### src/rtl/uart_rx.sv
// =============================================================================
// uart_rx : UART 8N1 receiver, mid-bit sampling, LSB first, framing-error flag
// Revision: 1.0
// =============================================================================
`default_nettype none

module uart_rx #(
  parameter int CLKS_PER_BIT = 5208,
  parameter int SYNC_STAGES  = 2
) (
  input  logic       clk,
  input  logic       reset_n,
  input  logic       RX,
  output logic [7:0] rx_data,
  output logic       rx_valid,
  output logic       rx_frame_err,
  output logic       rx_busy
);

  localparam int                 c_CNT_W = $clog2(CLKS_PER_BIT);
  localparam logic [c_CNT_W-1:0] c_LAST  = c_CNT_W'(CLKS_PER_BIT - 1);
  localparam logic [c_CNT_W-1:0] c_HALF  = c_CNT_W'((CLKS_PER_BIT / 2) - 1);

  typedef enum logic [2:0] {
    S_IDLE  = 3'd0,
    S_START = 3'd1,
    S_DATA  = 3'd2,
    S_STOP  = 3'd3,
    S_BREAK = 3'd4
  } state_t;

  logic [SYNC_STAGES-1:0] r_sync;
  logic                   w_rxs;

  state_t               r_state, w_state;
  logic [c_CNT_W-1:0]   r_cnt, w_cnt;
  logic [2:0]           r_idx, w_idx;
  logic [7:0]           r_shreg, w_shreg;
  logic [7:0]           r_data, w_data;
  logic                 r_valid, w_valid;
  logic                 r_ferr, w_ferr;

  // Preset to idle-high so a reset never looks like a start edge
  always_ff @(posedge clk or negedge reset_n) begin
    if (!reset_n) begin
      r_sync <= '1;
    end else begin
      r_sync <= {r_sync[SYNC_STAGES-2:0], RX};
    end
  end

  assign w_rxs = r_sync[SYNC_STAGES-1];

  always_ff @(posedge clk or negedge reset_n) begin
    if (!reset_n) begin
      r_state <= S_IDLE;
      r_cnt   <= '0;
      r_idx   <= '0;
      r_shreg <= '0;
      r_data  <= '0;
      r_valid <= 1'b0;
      r_ferr  <= 1'b0;
    end else begin
      r_state <= w_state;
      r_cnt   <= w_cnt;
      r_idx   <= w_idx;
      r_shreg <= w_shreg;
      r_data  <= w_data;
      r_valid <= w_valid;
      r_ferr  <= w_ferr;
    end
  end

  always_comb begin
    w_state = r_state;
    w_cnt   = r_cnt;
    w_idx   = r_idx;
    w_shreg = r_shreg;
    w_data  = r_data;
    w_valid = 1'b0;
    w_ferr  = 1'b0;
    case (r_state)
      S_IDLE: begin
        if (!w_rxs) begin
          w_state = S_START;
          w_cnt   = '0;
        end
      end
      S_START: begin
        // Recheck the line half a bit later to reject glitches
        if (r_cnt == c_HALF) begin
          w_cnt = '0;
          if (w_rxs) begin
            w_state = S_IDLE;
          end else begin
            w_state = S_DATA;
            w_idx   = '0;
          end
        end else begin
          w_cnt = r_cnt + 1'b1;
        end
      end
      S_DATA: begin
        if (r_cnt == c_LAST) begin
          w_cnt          = '0;
          w_shreg[r_idx] = w_rxs;
          if (r_idx == 3'd7) begin
            w_state = S_STOP;
          end else begin
            w_idx = r_idx + 3'd1;
          end
        end else begin
          w_cnt = r_cnt + 1'b1;
        end
      end
      S_STOP: begin
        // Leaving at mid-stop-bit lets a zero-gap next start bit be seen
        if (r_cnt == c_LAST) begin
          w_cnt = '0;
          if (w_rxs) begin
            w_data  = r_shreg;
            w_valid = 1'b1;
            w_state = S_IDLE;
          end else begin
            w_ferr  = 1'b1;
            w_state = S_BREAK;
          end
        end else begin
          w_cnt = r_cnt + 1'b1;
        end
      end
      S_BREAK: begin
        if (w_rxs) begin
          w_state = S_IDLE;
        end
      end
      default: begin
        w_state = S_IDLE;
        w_cnt   = '0;
      end
    endcase
  end

  assign rx_data      = r_data;
  assign rx_valid     = r_valid;
  assign rx_frame_err = r_ferr;
  assign rx_busy      = (r_state != S_IDLE);

endmodule

`default_nettype wire
### config.mk
export PLATFORM = sky130hd
export DESIGN_NAME = uart_rx
export DESIGN_NICKNAME = d
export VERILOG_FILES = /design/src/rtl/uart_rx.sv
export SDC_FILE = /design/constraint.sdc
export NUM_CORES = 1
export LEC_CHECK = 0
export ABC_AREA = 1
export CORE_ASPECT_RATIO = 1.4
export CORE_MARGIN = 4
export CORE_UTILIZATION = 40
export CTS_CLUSTER_DIAMETER = 40
export DETAILED_ROUTE_END_ITERATION = 6
export SYNTH_ARGS = -nofsm -noshare
export SYNTH_HDL_FRONTEND = slang
export SYNTH_SLANG_ARGS = --single-unit
### constraint.sdc
create_clock -name clk -period 1.7 [get_ports clk]
set_input_delay 0.425 -clock clk [delete_from_list [all_inputs] [get_ports clk]]
set_output_delay 0.425 -clock clk [all_outputs]
set_load 0.03 [all_outputs]
# --- Yosys cells after proc, flatten, opt, wreduce, memory -nomap -nowiden ---
# Index checks and enable logic that the tools add are counted.
word_totals:
  ff_bits: 39
  input_bits: 3
  out_inout_bits: 11
  word_cells: 65
op_classes:
  addsub: 2
  magnitude_cmp: 2
  eq_ne: 15
  muxes: 27
  bitwise: 1
  reduce_logical: 10
op_table:
  columns: ["cell", "n"]
  rows:
  - ["13-bit one-hot mux with 4 select lines", 1]
  - ["13-bit 2-to-1 mux", 3]
  - ["3-bit 2-to-1 mux", 11]
  - ["2-bit inequality test (second input constant)", 8]
  - ["3-bit one-hot mux with 5 select lines", 1]
  - ["13-bit by 1-bit adder with 13-bit output (second input constant)", 1]
  - ["13-bit by 12-bit == test with 1-bit output (second input constant)", 1]
  - ["13-bit == test (second input constant)", 1]
  - ["8-bit bitwise mux", 1]
  - ["1-bit 2-to-1 mux", 7]
  - ["3-bit by 2-bit == test with 1-bit output (second input constant)", 2]
  - ["3-bit == test (second input constant)", 2]
  - ["3-bit one-hot mux with 2 select lines", 1]
  - ["6-bit AND reduction", 1]
  - ["5-bit AND reduction", 1]
  - ["3-bit by 4-bit < comparator with 1-bit output (second input constant)", 1]
  - ["2-bit AND reduction", 2]
  - ["3-bit by 1-bit adder with 3-bit output (second input constant)", 1]
  - ["1-bit demux with 3-bit select", 1]
  - ["3-bit by 1-bit == test with 1-bit output (second input constant)", 1]
  - ["3-bit by 1-bit >= comparator with 1-bit output (second input constant)", 1]
  - ["3-bit logical NOT", 1]
  - ["3-bit AND reduction", 1]
  - ["3-bit nonzero test", 1]
  - ["5 further kinds", 5]

# --- Depth between registers and ports, before layout ---
# Gate-level depths: netlist of the first run.
depth:
  depth_word: 5
  mapped_depth: 10
  mapped_depth_nobuf: 9

# --- Least setup slack after synthesis of the first run ---
# Ideal clock, no wire load.
synth_path:
  path_kind: "register -> register"
  startpoint: "register r_cnt[1]"
  endpoint: "register r_cnt[2]"
  setup_time_ns: 0.121
  arrival_time_ns: 1.277
  t_required_ns: 1.579
  path_slack_ns: 0.302
  stages_incl_launch_ff: 9
  path_buffers: 0
  synth_period_minus_slack_ns: 1.398
  cell_sequence: "dfrtp_1 > ha_1 > nand2_2 > nor2_2 > nand3_2 > nand2_4 > nand2_4 > nor2_4 > nor2_1"
synth_via:
  elab_chain_len: 3
  elab_cells_between_ends: 6
  classes_between: "add/sub: 1; eq/ne: 2; mux: 3"
synth_lines:
  columns: ["item", "line_no", "source"]
  rows:
  - ["from (decl)", "36", "logic [c_CNT_W-1:0] r_cnt, w_cnt;"]
  - ["from (signal assigned)", "65", "r_cnt <= w_cnt;"]
  - ["13-bit by 1-bit adder with 13-bit output, or another cell as far along", "100, 113, 129", null]
  - ["13-bit 2-to-1 mux, on equally long branches", "104, 118, 91", null]
  - ["13-bit one-hot mux with 4 select lines *", "82", "case (r_state)"]
# Mark *: on every way between the ends. The rest lies on a longest branch, timed or not.
# A chain may end at the register's enable or synchronous reset.

# --- Final worst setup path of the first run ---
layout_path:
  startpoint: "register r_cnt[9]"
  endpoint: "register r_data[6], in the netlist rx_data[6]"
layout_via:
  elab_chain_len: 2
layout_lines:
  columns: ["item", "line_no", "source"]
  rows:
  - ["13-bit == test", "118", "if (r_cnt == c_LAST) begin"]
  - ["3-bit AND reduction (no source line)", null, null]
  - ["to (signal assigned)", "68", "r_data <= w_data;"]
  - ["to (decl)", "39", "logic [7:0] r_data, w_data;"]
# No other way between the ends.

==> results of run 1 <==
-- area by class of cell --
| cell class | count | area [um2] |
|---|---|---|
| flip-flops and latches | 39 | 978.4 |
| multi-input cells | 229 | 1157 |
| well taps | 68 | 85.08 |
| repair buffers | 24 | 202.7 |
| fillers | 557 | 2948 |
| inverters | 30 | 112.6 |
| clock inverters | 1 | 5.005 |
| clock buffers | 7 | 76.32 |
-- report_power, final --
part	internal, W	switching (W)
clock network	0.000288	0.000321
registers	0.000931	0.00000130
logic	0.00000994	0.0000294
total	0.00123	0.000351
-- cells in the final DEF (no fill, tap or decap), types with 3 or more instances in the layout --
| cell type | count |
|---|---|
| nand3_1 | 22 |
| nor2_1 | 37 |
| o21ai_1 | 6 |
| nor2_2 | 3 |
| clkbuf_8 | 5 |
| nand2_2 | 4 |
| nand3b_1 | 3 |
| inv_1 | 21 |
| buf_4 | 10 |
| o21ai_0 | 8 |
| nand2_1 | 100 |
| nor2_4 | 4 |
| nand4_1 | 21 |
| dfrtp_1 | 37 |
| nor3_1 | 3 |
| nand2_4 | 3 |
| dlygate4sd2_1 | 10 |
| inv_2 | 9 |
| xor2_1 | 4 |
-- timing repair --
action                                  in CTS  in global routing
gates cloned                                 0                  0
setup buffers                                0                  0
resized for setup                           11                  4
endpoints found under the setup margin      11                  7
-- sequential cells by signal (all words and copies together), names as in the netlist --
signal,flops
r_sync,2
r_state,3
rx_frame_err,1
rx_data,8
r_shreg,8
r_idx,3
r_cnt,13
rx_valid,1
-- kinds of logic after synthesis --
family | after synthesis | synth area share, %
buffers and inverters | 38 | 7.488
AO/OA/AOI/OAI | 16 | 3.690
flip-flops | 39 | 42.43
adder cells (fa/ha/maj) | 3 | 1.628
AND/OR/NAND/NOR | 206 | 43.24
XOR/XNOR | 4 | 1.519
-- routing by layer --
metal	GRT usage, %	vias to the layer above
met5	0	-
met4	5.065	0
met3	2.884	6
met2	27.23	29
met1	17.28	897
li1	-	1033
-- through the flow --
step	total power (W)	std cells	setup slack, ns	hold WS, ns
floorplan	0.0009613	306	0.3019	0.1294
global placement	0.0009913	390	0.1230	0.3455
detailed placement	0.0009920	390	0.1158	0.3473
CTS	0.001601	398	0.03178	0.05361
global route	0.001646	398	0.0009346	0.06746
finish	0.001581	398	0.1602	0.04109
-- worst min path at each step --
stage	endpoint	slack [ns]	cells past startpoint
after floorplan	r_cnt[0]	0.13	0
after global placement	r_sync[1]	0.35	0
after detailed placement	r_sync[1]	0.35	0
after CTS	r_cnt[4]	0.05	1
after global routing	r_cnt[8]	0.07	1
final	r_cnt[2]	0.04	1
-- critical path: stages (launching register included) --
cell     delay (ns)
dfrtp_1        0.42
inv_2          0.11
nand2_1        0.09
nor2_4         0.14
nand2_2        0.11
nor2_8         0.26
nand3_4        0.16
nand2_1        0.09
nand2_1        0.05
==> impl_metrics.ini, run 1 <==
[sta]
fin_tns_setup_ns = 0
setup_violations = 0
tightestPinTransition_ns = 0.3723
max_clock_freq_mhz = 649.4
finalClockSkew_ns = 0.006611
max-slew-margin-rel_pct = 75.18
rsz0062_at_grt = no
min_period_ns = 1.540
finalHoldViolCount = 0
finalCritPeriodShare_pct = 90.58
drv_slew = 0

[finish]
post-route-util_pct = 47.03
nets = 335
drive_above_1_share_pct = 15.45
diodes = 0
final_cell_area_um2 = 2618
area_delta_synth_final_pct = 13.51

[global_route]
antenna_found_initial = 0
overflow = 0
gr-usage-all-layers_pct = 15.06
grt_pass1_vias = 1900
grt_pass1_wl_um = 8528
grt_max_degree = 26

[die]
core_area_um2 = 5565
die_h_um = 97.84
dieArea_um2 = 7061
io_pins = 14
die_w_um = 72.17
start_util_pct = 41.43
fp-row-count = 32

[yosys]
synthTopCellsByArea = dfrtp_1, nand2_1, nor2_1
yosysSeqAreaShare_pct = 42.43
async_flop_share_pct = 100.0
netlist_instances = 306
synth_top_area_share_pct = 40.15
synth_edf_count = 0
synthFlopType = dfrtp_1
synthTopCellsByCount = nand2_1, dfrtp_1, nor2_1, inv_1, nand3_1
ys_types = 27
synth_top_cell_by_area = dfrtp_1
synth_warnings = 0
synth_area_um2 = 2306
synthesis.nets = 312
synth.most_common_cell = nand2_1
syn_area_per_cell_um2 = 7.536
synth-seq-cells = 39

[routing]
met1_length_um = 2135
vias = 1965
dr.max_layer_used = met4
wl_um = 4981
first_pass_iters = 4
drt_iter0_drc = 55
avgRoutedWirePerCell_um = 12.52
dr_wl_met2_um = 2599
wl_met3_um = 174
viasPerCell = 4.937
ant_nets = 0
drcViolationCount = 0

[clocking]
h-tree-depth = 2
cts_buffers = 5
cts_max_path_buffers = 2
cts.clk_slew.worst_paths_ns = 0.08
clkSinkCount = 39
clk-insertion-delay-late_ns = 0.29
tritoncts = yes
root_buffer = clkbuf_8
ctsHoldBuffers = 0

[status]
outcome = complete, no violations

[setup_path]
worstPathRequired_ns = 1.88
startpoint_type = register
r2r_slack_ns = 0.16
crit_end = rx_data[6]
reg2reg_depth = 8
worstPathMaxFanout = 17
r2r-start = r_cnt[9]
r2r_end = rx_data[6]
crit_start = r_cnt[9]
critPathKind = register to register
arrival_ns = 1.72
end_kind = register

[placement]
place_area_um2 = 2551
gp_congestion = 0.9020
dp.final_hpwl_um = 3795
port_buffers = 13

[hold_path]
min_path_type = input port to asynchronous set/reset pin

[power]
p_leak_nw = 1.318
p_per_area_nw_per_um2 = 603.9
peakVddDrop_v = 0.0003112

[flow_run]
max_cap_violations = 0
(Power assumes the default switching activity.)
==> inputs of run 2 (changes only) <==
MAX_ROUTING_LAYER = met4   (was not set)
clock period = 1.71 ns   (was 1.7 ns; I/O delays follow)
==> impl_metrics.ini, run 2 (synthesis results as in run 1) <==
[routing]
viasPerCell = 5.157
drcViolationCount = 0
ant_nets = 0
drt_iter0_drc = 92
first_pass_iters = 4
avgRoutedWirePerCell_um = 13.14
wl_um = 5192
vias = 2037

[finish]
top_register = r_cnt
diodes = 0
drive_above_1_share_pct = 14.98
final_common_cell = nand2_1
area_delta_synth_final_pct = 13.13
layout_common_cells = nand2_1, nor2_1, dfrtp_1
largest_reg_flops = 13
regArea_um2 = 978.4
multi_input_area_um2 = 1157
fillerInstances = 561
final_cell_area_um2 = 2609
nets = 333

[clocking]
tritoncts = yes
clkSinkCount = 39
ctsHoldBuffers = 0
post_cts_buffers = 0
cts_max_path_buffers = 2
cts.clk_slew.worst_paths_ns = 0.07
root_buffer = clkbuf_8
clk-insertion-delay-late_ns = 0.29
cts_buffers = 5
h-tree-depth = 2

[flow_run]
max_cap_violations = 0

[setup_path]
critPathKind = register to register
worstPathRequired_ns = 1.89
worstPathMaxFanout = 17
r2r_slack_ns = 0.19
end_kind = register
arrival_ns = 1.71
startpoint_type = register
reg2reg_depth = 8
r2r-start = r_cnt[9]
r2r_end = rx_data[5]

[sta]
drv_slew = 0
max-slew-margin-rel_pct = 73.02
fin_tns_setup_ns = 0
setup_violations = 0
max_clock_freq_mhz = 656.2
finalHoldViolCount = 0
min_period_ns = 1.524
finalWorstSetupSlack_ns = 0.1860
tightestPinTransition_ns = 0.4047
hold_slack_ns = 0.05766
finalClockSkew_ns = 0.007658
finalCritPeriodShare_pct = 89.12
rsz0062_at_grt = no

[placement]
place_area_um2 = 2536
dp.final_hpwl_um = 3934
gp_congestion = 0.9061
pre_cts_ws_ns = 0.1129
port_buffers = 13

[global_route]
grt_max_degree = 25
gr-usage-all-layers_pct = 16.38
grt_pass1_vias = 2002
grt_pass1_wl_um = 8935
antenna_found_initial = 0
overflow = 0

[die]
fp-row-count = 32
core_area_um2 = 5565
dieArea_um2 = 7061
die_h_um = 97.84
die_w_um = 72.17
io_pins = 14
start_util_pct = 41.43

[power]
peakVddDrop_v = 0.0003962
p_per_area_nw_per_um2 = 612.0
p_leak_nw = 1.314

[status]
outcome = complete, no violations

[hold_path]
min_path_type = input port to asynchronous set/reset pin
==> run 2: repair_timing <==
item | CTS | global route
pin swaps | 0 | 0
gates resized for setup | 11 | 3
setup endpoints to repair | 11 | 9
==> run 2: worst max path at each step <==
stage,from,endpoint,cells past startpoint
final,r_cnt[9],rx_data[5],8
after floorplan,r_cnt[1],r_cnt[2],8
after global placement,r_state[0],rx_busy,3
after global routing,r_cnt[7],rx_data[5],8
after detailed placement,r_state[0],rx_busy,3
after CTS,r_state[0],rx_busy,3
==> run 2: stage by stage <==
step                      utilization [%]  cells  power (W)
after CTS                           46.90    395   0.001623
final                               46.88    395   0.001596
after global placement              45.57    388  0.0009850
after floorplan                         -    306  0.0009557
after global routing                46.88    395   0.001658
after detailed placement            45.57    388  0.0009853
==> run 2: where the power goes <==
group / switching [W] / leakage [nW] / internal (W)
Combinational: 0.0000289 / 0.744 / 0.00000988
Sequential: 0.00000103 / 0.523 / 0.000926
Clock: 0.000314 / 0.0470 / 0.000317
Total: 0.000344 / 1.31 / 0.00125
==> run 2: final cells by class <==
class	instances	area share, %
inverter	30	4.317
sequential	39	37.51
clock inverter	1	0.1918
timing repair buffer	22	7.194
tap	68	3.261
clock buffer	6	3.165
multi-input combinational	229	44.36
==> run 2: metal layers <==
layer  share of wire [%]  wire [um]  global-route usage [%]  up-vias
met1                  41       2138                   17.78      944
met3                 4.6        239                   3.193       16
met4                 2.4        125                   7.670        0
met5                   0          0                       -        -
li1                    -          -                       -     1028
met2                  52       2689                   28.07       49
==> run 2: critical path, cell delays in order (launching register included) <==
cell and delay, ns:
dfrtp_1 0.42, inv_2 0.11, nand2_1 0.09, nor2_4 0.13, nand2_2 0.11, nor2_8 0.26, nand3_4 0.15, nand2_1 0.09
nand2_1 0.05
==> inputs of run 3 (changes only) <==
CELL_PAD_IN_SITES_DETAIL_PLACEMENT = 0   (was not set)
CELL_PAD_IN_SITES_GLOBAL_PLACEMENT = 1   (was not set)
CORE_UTILIZATION = 35   (was 40)
PLACE_DENSITY_LB_ADDON = 0.1   (was not set)
==> impl_metrics.ini, run 3 (synthesis results as in run 1) <==
[clocking]
clk-insertion-delay-late_ns = 0.30
clkSinkCount = 39
cts_buffers = 5
root_buffer = clkbuf_8
cts.clk_slew.worst_paths_ns = 0.09
h-tree-depth = 2
cts_max_path_buffers = 2
tritoncts = yes
ctsHoldBuffers = 0

[routing]
drcViolationCount = 0
vias = 2011
drt_iter0_drc = 58
first_pass_iters = 6
viasPerCell = 4.978
wl_um = 5543
ant_nets = 0
avgRoutedWirePerCell_um = 13.72

[die]
die_w_um = 76.60
die_h_um = 104.0
start_util_pct = 36.63
dieArea_um2 = 7969
fp-row-count = 34
core_area_um2 = 6296
io_pins = 14

[setup_path]
cp_cell_sequence = ha_1 > nand2_1 > nor2_1 > nand3_1 > nand2_2 > nand2_4 > nor2_4 > nor2_1
worstPathRequired_ns = 1.89
path_delay_family = simple AND/OR/NAND/NOR gates
max_stage_delay_ns = 0.37
path_buf_inv = 0
critPathKind = register to register
worstPathMaxFanout = 7
worst_path_max_delay_cell = dfrtp_1
arrival_ns = 1.75
path_common_cell = nor2_1
end_kind = register
startpoint_type = register

[power]
p_seq_share_pct = 48.8
clock_power_share_pct = 49.3
p_per_area_nw_per_um2 = 708.3
switching_power_w = 0.0003834
p_leak_nw = 1.348
peakVddDrop_v = 0.0002642
p_sw_share_pct = 20.20
power.total_w = 0.001898
p_int_w = 0.001515
power_frac_comb_pct = 1.8

[finish]
layout_common_cells = nand2_1, dfrtp_1, nor2_1
fillerInstances = 665
area_delta_synth_final_pct = 16.22
final_common_cell = nand2_1
diodes = 0
nets = 337
drive_above_1_share_pct = 16.57
largest_reg_flops = 13
top_register = r_cnt

[sta]
finalHoldViolCount = 0
max_clock_freq_mhz = 637.4
tightestPinTransition_ns = 0.5249
hold_slack_ns = 0.1748
min_period_ns = 1.569
rsz0062_at_grt = no
finalCritPeriodShare_pct = 91.75
drv_slew = 0
max-slew-margin-rel_pct = 65.01
fin_tns_setup_ns = 0
finalClockSkew_ns = 0.009523
setup_violations = 0

[global_route]
grt_max_degree = 40
overflow = 0
gr-usage-all-layers_pct = 15.68
grt_pass1_vias = 2087
grt_pass1_wl_um = 9832
antenna_found_initial = 0

[placement]
dp.final_hpwl_um = 4248
gp_congestion = 0.7973
port_buffers = 13

[hold_path]
min_path_type = input port to asynchronous set/reset pin

[status]
outcome = complete, no violations

[flow_run]
max_cap_violations = 0
run 3: what timing repair did:
action,4_1_cts,5_1_grt
gates resized for setup,11,4
endpoints found under the setup margin,11,4
setup buffers,0,0
run 3: per-layer routing:
metal / part of all wire (%) / track usage [%]
met2: 54 / 28.55
met1: 41 / 16.78
met4: 2.5 / 6.606
met5: 0 / -
met3: 2.0 / 2.253
run 3: power groups by stage:
stage                     logic [W]  registers, W  clock network, W
after detailed placement  0.0000372      0.000945                 0
after global routing      0.0000408      0.000928           0.00101
after CTS                 0.0000372      0.000927          0.000965
after floorplan           0.0000109      0.000945                 0
final                     0.0000350      0.000927          0.000936
after global placement    0.0000366      0.000945                 0
run 3: per-stage QoR:
| stage | instances | setup WS [ns] | utilization (%) | cell area [um2] |
|---|---|---|---|---|
| after floorplan | 306 | 0.3119 | - | 2306 |
| after global placement | 396 | 0.1227 | 40.64 | 2559 |
| after detailed placement | 396 | 0.1125 | 40.64 | 2559 |
| after CTS | 404 | 0.02861 | 42.59 | 2681 |
| after global routing | 404 | 0.01058 | 42.57 | 2680 |
| final | 404 | 0.1411 | 42.57 | 2680 |
run 3: path summary, 6_finish.rpt:
path | from | endpoint | slack (ns) | depth (start not counted)
min in group clk | r_sync[0] | r_sync[1] | 0.36 | 0
min | reset_n | rx_data[3] | 0.17 | 2
max reg2reg | r_cnt[1] | r_cnt[2] | 0.14 | 8
max | r_cnt[1] | r_cnt[2] | 0.14 | 8
max in group asynchronous | reset_n | r_sync[1] | 1.14 | 2
min reg2reg | r_sync[0] | r_sync[1] | 0.36 | 0
run 3: cell type report:
cell class	instances	area (um2)	share of cell area, %
multi-input combinational	229	1157	43.18
sequential	39	978.4	36.51
timing repair buffer	26	205.2	7.656
inverter	30	112.6	4.202
tap	72	90.09	3.361
clock buffer	5	68.82	2.568
clock inverter	3	67.56	2.521
